**src/rtl/myy_op_sched.sv**
```systemverilog
// Round-robin scheduler sharing one Booth-multiplier control unit among R requesters.
// Each operation: grant, pulse sno, wait for sko (or watchdog timeout), pulse done to the winner.
module myy_op_sched #(
  parameter int R   = 4,
  parameter int TMO = 32,
  parameter int SW  = 2
) (
  input  logic          clk,
  input  logic          set_n,
  input  logic [R-1:0]  req,
  output logic [R-1:0]  gnt,
  output logic [SW-1:0] sel,
  output logic          sno,
  input  logic          sko,
  output logic [R-1:0]  done,
  output logic          busy,
  output logic          tmo_err,
  input  logic          err_clr
);

  localparam int CW = $clog2(TMO + 1);

  localparam logic [1:0] S_IDLE  = 2'd0;
  localparam logic [1:0] S_START = 2'd1;
  localparam logic [1:0] S_WAIT  = 2'd2;
  localparam logic [1:0] S_DONE  = 2'd3;

  logic [1:0]    state;
  logic [SW-1:0] ptr;
  logic [CW-1:0] cnt;
  logic [SW-1:0] win;
  logic          found;
  logic [SW-1:0] ptr_nxt;

  // Scan ptr, ptr+1, ..., wrapping; first set bit wins.
  always_comb begin
    win   = '0;
    found = 1'b0;
    for (int i = 0; i < R; i++) begin
      if (!found && req[(int'(ptr) + i) % R]) begin
        found = 1'b1;
        win   = SW'((int'(ptr) + i) % R);
      end
    end
  end

  assign ptr_nxt = (sel == SW'(R - 1)) ? '0 : sel + 1'b1;

  always_ff @(posedge clk or negedge set_n) begin
    if (!set_n) begin
      state   <= S_IDLE;
      ptr     <= '0;
      cnt     <= '0;
      sel     <= '0;
      gnt     <= '0;
      tmo_err <= 1'b0;
    end else begin
      if (err_clr) tmo_err <= 1'b0;
      case (state)
        S_IDLE: if (|req) begin
          sel   <= win;
          gnt   <= {{(R-1){1'b0}}, 1'b1} << win;
          state <= S_START;
        end
        S_START: begin
          cnt   <= '0;
          state <= S_WAIT;
        end
        S_WAIT: begin
          // Saturating count; sko beats timeout, timeout set beats err_clr.
          if (cnt != CW'(TMO)) cnt <= cnt + 1'b1;
          if (sko) state <= S_DONE;
          else if (cnt == CW'(TMO - 1)) begin
            tmo_err <= 1'b1;
            state   <= S_DONE;
          end
        end
        default: begin
          gnt   <= '0;
          ptr   <= ptr_nxt;
          state <= S_IDLE;
        end
      endcase
    end
  end

  assign sno  = (state == S_START);
  assign busy = (state != S_IDLE);

  for (genvar i = 0; i < R; i++) begin : g_done
    assign done[i] = (state == S_DONE) && (sel == SW'(i));
  end

endmodule

```
**config.mk**
```make
export PLATFORM = sky130hd
export DESIGN_NAME = myy_op_sched
export DESIGN_NICKNAME = d
export VERILOG_FILES = /design/src/rtl/myy_op_sched.sv
export SDC_FILE = /design/constraint.sdc
export NUM_CORES = 1
export LEC_CHECK = 0
export CORE_UTILIZATION = 50
export CTS_CLUSTER_SIZE = 28
export DETAILED_ROUTE_END_ITERATION = 12
export PLACE_DENSITY = 0.77
export SLEW_MARGIN = 15
export SYNTH_ARGS = -nofsm -noshare
export SYNTH_HDL_FRONTEND = slang
export SYNTH_SLANG_ARGS = --single-unit
```
**constraint.sdc**
```tcl
create_clock -name clk -period 2.35 [get_ports clk]
set_input_delay 0.47 -clock clk [delete_from_list [all_inputs] [get_ports clk]]
set_output_delay 0.47 -clock clk [all_outputs]
set_load 0.01 [all_outputs]
```
-- Word level (Yosys, flattened, before mapping)
Index checks and enable logic that the tools add are counted.
- $lt $le $gt $ge: 4
- add/sub/neg operators: 5
- reduce and logical (&&, ||, !) cells: 24
- muxes and demuxes: 31
- bitwise logic cells: 4
- shift operators: 1
- equal/unequal tests: 11
- operators with widths (kind ; number):
    $mux 2 ; 8
    $mux 1 ; 14
    $lt 3x4->1 const B ; 3
    $pmux 6 s2 ; 1
    $bmux 1 s2 ; 4
    $eq 2x2->1 const B ; 4
    $pmux 4 s2 ; 1
    $reduce_and 2->1 ; 4
    $reduce_or 2->1 ; 4
    $logic_and 1x1->1 ; 7
    $add 6x1->6 const B ; 1
    $eq 6x5->1 const B ; 1
    $mux 6 ; 1
    $ne 6x6->1 const B ; 1
    $pmux 2 s3 ; 1
    $add 2x1->2 const B ; 2
    $add 2x2->2 const B ; 2
    $eq 2x1->1 const B ; 2
    $logic_not 2->1 ; 2
    $mux 4 ; 1
    $ne 2x2->1 const B ; 2
    $reduce_bool 2->1 ; 2
    $reduce_or 4->1 ; 1
    $shl 1x2->4 const A ; 1
    other kinds (6) ; 10
- register bits: 17
- output and inout bits: 13
- input bits: 8
- logic and storage cells: 86

-- Depth between registers and ports, before layout
Gate-level depths: netlist of the first run.
- word-level depth: 17
- gate-level depth with buffers: 6
- depth with buffers taken out: 6

-- Least setup slack after synthesis of the first run
Ideal clock, no wire load.
- kind: input port to flip-flop
- start: in req[0]
- end: reg state[1]
- required time: 2.225 ns
- arrival time: 1.380 ns
- stages on the path: 4
- path buffers: 0
- path slack: 0.845 ns
- setup time: 0.125 ns
- cell sequence: nor4_1 nand2_1 o21ai_2 mux2_2
- cells in the longest elaborated chain, start to end: 3
- ends and longest elaborated chain (item ; RTL line ; text):
    start, declared ; 10 ; input logic [R-1:0] req,
    $reduce_or 4->1 ; 60 ; S_IDLE: if (|req) begin
    $ne 2x2->1 (no line) ; - ;
    $reduce_and 2->1 (no line) ; - ;
    end signal, assigned ; 63 ; state <= S_START;
    end signal, assigned ; 67 ; state <= S_WAIT;
    end signal, assigned ; 72 ; if (sko) state <= S_DONE;
    end, declared ; 28 ; logic [1:0] state;
No other way between the ends.
A chain may end at the register's enable or synchronous reset.

-- Final worst setup path of the first run
- start: reg state[1]
- end: out busy
- cells in the longest elaborated chain, start to end: 1
- ends and longest elaborated chain (item ; RTL line ; text):
    start signal, assigned ; 51 ; state <= S_IDLE;
    start signal, assigned ; 63 ;
    start signal, assigned ; 67 ;
    $reduce_bool 2->1 ; 88 ; assign busy = (state != S_IDLE);
    end, declared ; 16 ; output logic busy,
No other way between the ends.

==> impl_metrics.env, run 1 <==
export IMPL_io_buffers=20
export IMPL_coreArea_mm2=0.00182
export IMPL_start_util=0.559
export IMPL_grt_pass1_wl_um=3020
export IMPL_hold_viol=0
export IMPL_synthArstFlopShare=1.00
export IMPL_fmax_ghz=0.460
export IMPL_holdWs_ns=0.489
export IMPL_drc=0
export IMPL_maxCapViolations=0
export IMPL_routabilityCongestion=0.745
export IMPL_rsz0062_at_grt="false"
export IMPL_syn_area_per_cell_um2=9.69
export IMPL_ys_ff_latch=17
export IMPL_fp_row_count=15
export IMPL_postCtsSetupRepairBufs=0
export IMPL_irDropWorstVdd_v=0.000718
export IMPL_r2r_setup_slack_ns=0.72
export IMPL_nFillCells=134
export IMPL_antenna_left=0
export IMPL_cp_data_arrival_time_ns=1.70
export IMPL_crit_type="register to output pin"
export IMPL_area_growth_pct=26.9
export IMPL_fin_skew_ns=0.00135
export IMPL_fin_crit_sh=0.925
export IMPL_powerDensity_mw_per_mm2=1100
export IMPL_hold_buffers=0
export IMPL_diodes=0
export IMPL_post_place_cells=152
export IMPL_final_setup_tns_ns=0
export IMPL_dieArea_mm2=0.00222
export IMPL_utilization=0.709
export IMPL_rr_worst_depth=5
export IMPL_yosys_cell_types_count=31
export IMPL_endpoint_kind="output pin"
export IMPL_dr_first_iter_drc_count=36
export IMPL_grt_overflow=0
export IMPL_antenna_found_initial=0
export IMPL_io_pins=21
export IMPL_drv_slew=0
export IMPL_grt_pass1_vias=714
export IMPL_r2r_end="gnt[0]"
export IMPL_synth_warnings=0
export IMPL_vias=812
export IMPL_outcome="complete, no violations"
export IMPL_period_needed_ns=2.17
export IMPL_grt_max_degree=18
export IMPL_ys_seq_area_frac=0.418
export IMPL_timing_rr_start="state[0]"
export IMPL_final_nets=151
export IMPL_dr_pass1_iters=4
export IMPL_startpoint_type="register"
export IMPL_syn_cell_area_mm2=0.00102
export IMPL_setup_violations=0
export IMPL_track_usage=0.196
export IMPL_clk_root_buffer_cell="clkbuf_4"
export IMPL_htree_levels=1
export IMPL_drive_gt1_frac=0.0916
export IMPL_wire_per_inst_um=12.0
export IMPL_cts_sinks=17
export IMPL_routed_wl_um=1880
export IMPL_worstSkewPairLatency_ns=0.29
export IMPL_instances_no_fill=156
export IMPL_via_per_inst=5.21
export IMPL_p_leak_nw=0.592
export IMPL_ys_dominant_reg_cell="dfrtp_1"
export IMPL_cts_buffers=3
export IMPL_worstMarginPinSlew_ns=0.334
export IMPL_maxSlewHeadroom=0.774
export IMPL_min_path_type="input port to async pin"
export IMPL_place_hpwl_um=1470
export IMPL_path_clk_slew_ns=0.10
export IMPL_syn_nets=124
export IMPL_die_h_um=47.1
export IMPL_worstPathRequired_ns=1.88
export IMPL_cts_buffer_depth=2
export IMPL_cts_tree="done"
export IMPL_die_w_um=47.1
export IMPL_cts_resized=0
export IMPL_syn_inst=105
export IMPL_synth_edf_count=0
export IMPL_cp_max_fo=5
flip-flops by register name (all words and copies together), names as in the netlist:
register / cells
ptr: 2
sel: 2
cnt: 6
gnt: 4
tmo_err: 1
state: 2
per-stage QoR:
stage,setup WS [ns],area [um2],total power (W)
floorplan,0.845,1020,0.000976
global placement,0.354,1260,0.00124
detailed placement,0.301,1260,0.00127
CTS,0.157,1290,0.00143
global route,0.0868,1290,0.00154
finish,0.175,1290,0.00142
critical path, stage by stage (launching register included):
cell             delay, ns
dfrtp_1               0.45
inv_1                 0.09
ha_1                  0.24
inv_1                 0.10
clkdlybuf4s50_1       0.54
area by class of cell:
class	count	area, um2	area share
flip-flops and latches	17	425	0.329
inverters	9	33.8	0.0262
clock inverters	1	5.00	0.00388
well taps	25	31.3	0.0242
repair buffers	22	215	0.167
clock buffers	3	22.5	0.0174
multi-input cells	79	558	0.432
synth_stat cells, types with 2 or more instances:
cell type / count / area, um2
dfrtp_1: 17 / 425
nand2_1: 14 / 52.6
ha_1: 11 / 138
inv_1: 9 / 33.8
nor2_1: 6 / 22.5
a21oi_1: 5 / 25.0
nand2b_1: 5 / 31.3
o31ai_1: 5 / 37.5
and2_1: 4 / 25.0
o21ai_0: 4 / 20.0
mux2i_1: 3 / 30.0
mux2_2: 2 / 22.5
nand4_1: 2 / 12.5
placed cells by master, fill, tap and decap left out, drive strengths merged, types with 2 or more instances in the layout:
cell type	count
dfrtp	17
inv	9
buf	2
mux2i	3
clkdlybuf4s50	20
nor2	6
or3	2
mux2	2
ha	11
clkbuf	3
nand4	2
o21ai	5
and2	4
nand2	14
o31ai	5
nand2b	5
a21oi	5
report_power, final:
group,switching (W),internal [W]
clock,0.0000937,0.0000633
combinational,0.000376,0.000376
sequential,0.000111,0.000398
total,0.000581,0.000838
cells by family (layout without fill, tap and decap cells):
kind of cell,count (synthesis),count (layout),synth area share
xor gates and xnor gates,2,2,0.0172
DFF,17,17,0.418
buffers and inverters,9,35,0.0332
adders and majority gates,11,11,0.135
AOI/OAI and AO/OA,22,22,0.149
and+or+nand+nor,39,39,0.196
muxes,5,5,0.0517
worst max-delay path by stage:
stage / from / end / slack, ns / depth (start not counted)
2_1_floorplan: req[0] / state[1] / 0.85 / 4
3_3_place_gp: req[0] / state[1] / 0.35 / 6
3_5_place_dp: req[0] / state[1] / 0.30 / 6
4_1_cts: state[0] / busy / 0.16 / 4
5_1_grt: state[0] / busy / 0.09 / 4
6_report: state[1] / busy / 0.18 / 4
routing by layer:
metal / GRT usage / up-vias / share of wire
li1: - / 416 / -
met1: 0.274 / 367 / 0.51
met2: 0.300 / 25 / 0.43
met3: 0.0346 / 4 / 0.048
met4: 0.0857 / 0 / 0.012
met5: 0 / - / 0
Note: power is estimated with default switching activity, not from simulation.
==> run 2: changes to the inputs <==
--- a/config.mk
+++ b/config.mk
@@ -5,10 +5,11 @@
 export SDC_FILE = /design/constraint.sdc
 export NUM_CORES = 1
 export LEC_CHECK = 0
+export ABC_AREA = 1
 export CORE_UTILIZATION = 50
 export CTS_CLUSTER_SIZE = 28
 export DETAILED_ROUTE_END_ITERATION = 12
-export PLACE_DENSITY = 0.77
+export PLACE_DENSITY = 0.75
 export SLEW_MARGIN = 15
 export SYNTH_ARGS = -nofsm -noshare
 export SYNTH_HDL_FRONTEND = slang
==> run 2 against run 1 <==
  * Maximum frequency rose by 2.2%
  * Flip-flop and latch count did not move
  * Setup slack improved by 0.047 ns
  * Largest power group unchanged
==> impl_metrics.env, run 2 <==
export IMPL_worstSkewPairLatency_ns=0.28
export IMPL_crit_type="register to output pin"
export IMPL_syn_inst=172
export IMPL_antenna_left=0
export IMPL_rr_worst_depth=8
export IMPL_dieArea_mm2=0.00272
export IMPL_crit_chain="inv_1 > ha_1 > inv_1 > clkdlybuf4s50_1"
export IMPL_outcome="complete, no violations"
export IMPL_final_cell_area_mm2=0.00150
export IMPL_powerDensity_mw_per_mm2=1180
export IMPL_io_pins=21
export IMPL_synth_edf_count=0
export IMPL_ys_seq_area_frac=0.338
export IMPL_fp_row_count=17
export IMPL_routed_wl_um=2690
export IMPL_p_leak_nw=0.814
export IMPL_irDropWorstVdd_v=0.000681
export IMPL_maxSlewHeadroom=0.743
export IMPL_synth_top_area_frac=0.338
export IMPL_worst_path_buf_inv=3
export IMPL_cts_sinks=17
export IMPL_final_common_cell="nand2_1"
export IMPL_syn_cell_area_mm2=0.00126
export IMPL_coreArea_mm2=0.00230
export IMPL_synthArstFlopShare=1.00
export IMPL_die_h_um=52.2
export IMPL_reg_largest_list="cnt x6, gnt x4"
export IMPL_yosysMostFrequentCell="nand2_1"
export IMPL_min_path_type="input port to async pin"
export IMPL_fin_skew_ns=0.00250
export IMPL_grt_pass1_wl_um=4760
export IMPL_vias=1150
export IMPL_area_growth_pct=19.0
export IMPL_period_needed_ns=2.13
export IMPL_ys_dominant_reg_cell="dfrtp_1"
export IMPL_crit_path_top_delay_cell="clkdlybuf4s50_1"
export IMPL_path_clk_slew_ns=0.10
export IMPL_io_buffers=20
export IMPL_cts_resized=0
export IMPL_routabilityCongestion=1.01
export IMPL_grt_max_degree=18
export IMPL_final_nets=215
export IMPL_finalWorstSetupSlack_ns=0.222
export IMPL_synth_warnings=0
export IMPL_start_util=0.548
export IMPL_place_ws_ns=0.433
export IMPL_yosysTopAreaCell="dfrtp_1"
export IMPL_fmax_ghz=0.470
export IMPL_worstPathRequired_ns=1.88
export IMPL_yosys_cell_types_count=27
export IMPL_track_usage=0.233
export IMPL_power_w=0.00178
export IMPL_nFillCells=211
export IMPL_cp_max_fo=5
export IMPL_antenna_found_initial=0
export IMPL_cpLargestDelayFamily="buffers and inverters"
export IMPL_place_hpwl_um=2120
export IMPL_final_setup_tns_ns=0
export IMPL_cts_buffers=3
export IMPL_r2r_end="gnt[1]"
export IMPL_largest_reg_flops=6
export IMPL_dr_first_iter_drc_count=29
export IMPL_top_register="cnt"
export IMPL_drv_slew=0
export IMPL_rsz0062_at_grt="false"
export IMPL_drive_gt1_frac=0.123
export IMPL_ys_ff_latch=17
export IMPL_htree_levels=1
export IMPL_cts_buffer_depth=2
export IMPL_cp_data_arrival_time_ns=1.66
export IMPL_syn_nets=191
export IMPL_startpoint_type="register"
export IMPL_r2r_setup_slack_ns=0.62
export IMPL_crit_top_cell="inv_1"
export IMPL_die_w_um=52.2
export IMPL_dr_pass1_iters=4
export IMPL_clk_root_buffer_cell="clkbuf_4"
export IMPL_critical_path_max_stage_delay_ns=0.53
export IMPL_syn_area_per_cell_um2=7.33
export IMPL_most_common_layout_cells="54 x nand2_1, 28 x inv_1, 20 x clkdlybuf4s50_1"
export IMPL_cts_tree="done"
export IMPL_diodes=0
export IMPL_timing_rr_start="ptr[0]"
export IMPL_grt_pass1_vias=1145
export IMPL_wire_per_inst_um=12.1
export IMPL_setup_violations=0
export IMPL_postCtsSetupRepairBufs=0
export IMPL_drc=0
export IMPL_hold_buffers=0
export IMPL_holdWs_ns=0.496
export IMPL_grt_overflow=0
export IMPL_fin_crit_sh=0.905
export IMPL_via_per_inst=5.16
export IMPL_endpoint_kind="output pin"
export IMPL_maxCapViolations=0
export IMPL_synth_top_cells_by_count="54 x nand2_1, 28 x inv_1, 17 x dfrtp_1"
export IMPL_worstMarginPinSlew_ns=0.385
export IMPL_dpl_cell_area_mm2=0.00147
export IMPL_netlist_top_cells_area="dfrtp_1 34%, nand2_1 16%, ha_1 11%, inv_1 8.3%, nand2_2 6.0%"
export IMPL_hold_viol=0
-- run 2: metal layers --
metal	vias to the layer above	global-route usage	part of all wire
met2	36	0.389	0.46
met1	523	0.310	0.49
met5	-	0	0
met3	2	0.0406	0.044
li1	589	-	-
met4	0	0.0658	0.0052
-- run 2: area by class of cell --
| cell class | instances | area, um2 | area share |
|---|---|---|---|
| inverter | 30 | 115 | 0.0768 |
| clock buffer | 3 | 22.5 | 0.0150 |
| sequential | 17 | 425 | 0.284 |
| multi-input combinational | 123 | 688 | 0.459 |
| tap | 28 | 35.0 | 0.0234 |
| clock inverter | 1 | 5.00 | 0.00334 |
| timing repair buffer | 21 | 208 | 0.139 |
-- run 2: kinds of logic after synthesis --
| family | count (synthesis) | synth area share |
|---|---|---|
| xor+xnor | 2 | 0.0139 |
| flops | 17 | 0.338 |
| compound gates | 16 | 0.0785 |
| simple gates | 94 | 0.345 |
| buf+inv | 32 | 0.116 |
| fa+ha+maj | 11 | 0.109 |
-- run 2: worst max path at each step --
stage,start,end,cells past startpoint
after global routing,sel[0],done[0],5
after floorplan,state[0],cnt[3],8
final,state[1],busy,4
after global placement,req[3],gnt[1],12
after CTS,state[0],busy,4
after detailed placement,req[3],gnt[2],10
-- run 2: power breakdown --
part / leakage (nW) / total [W] / internal, W / switching, W
registers: 0.223 / 0.000521 / 0.000398 / 0.000123
clock network: 0.0177 / 0.000156 / 0.0000631 / 0.0000929
logic: 0.574 / 0.00110 / 0.000427 / 0.000672
-- run 2: metrics by stage --
stage	instances	utilization
after floorplan	172	-
after global placement	219	0.641
after detailed placement	219	0.641
after CTS	223	0.653
after global routing	223	0.653
final	223	0.653
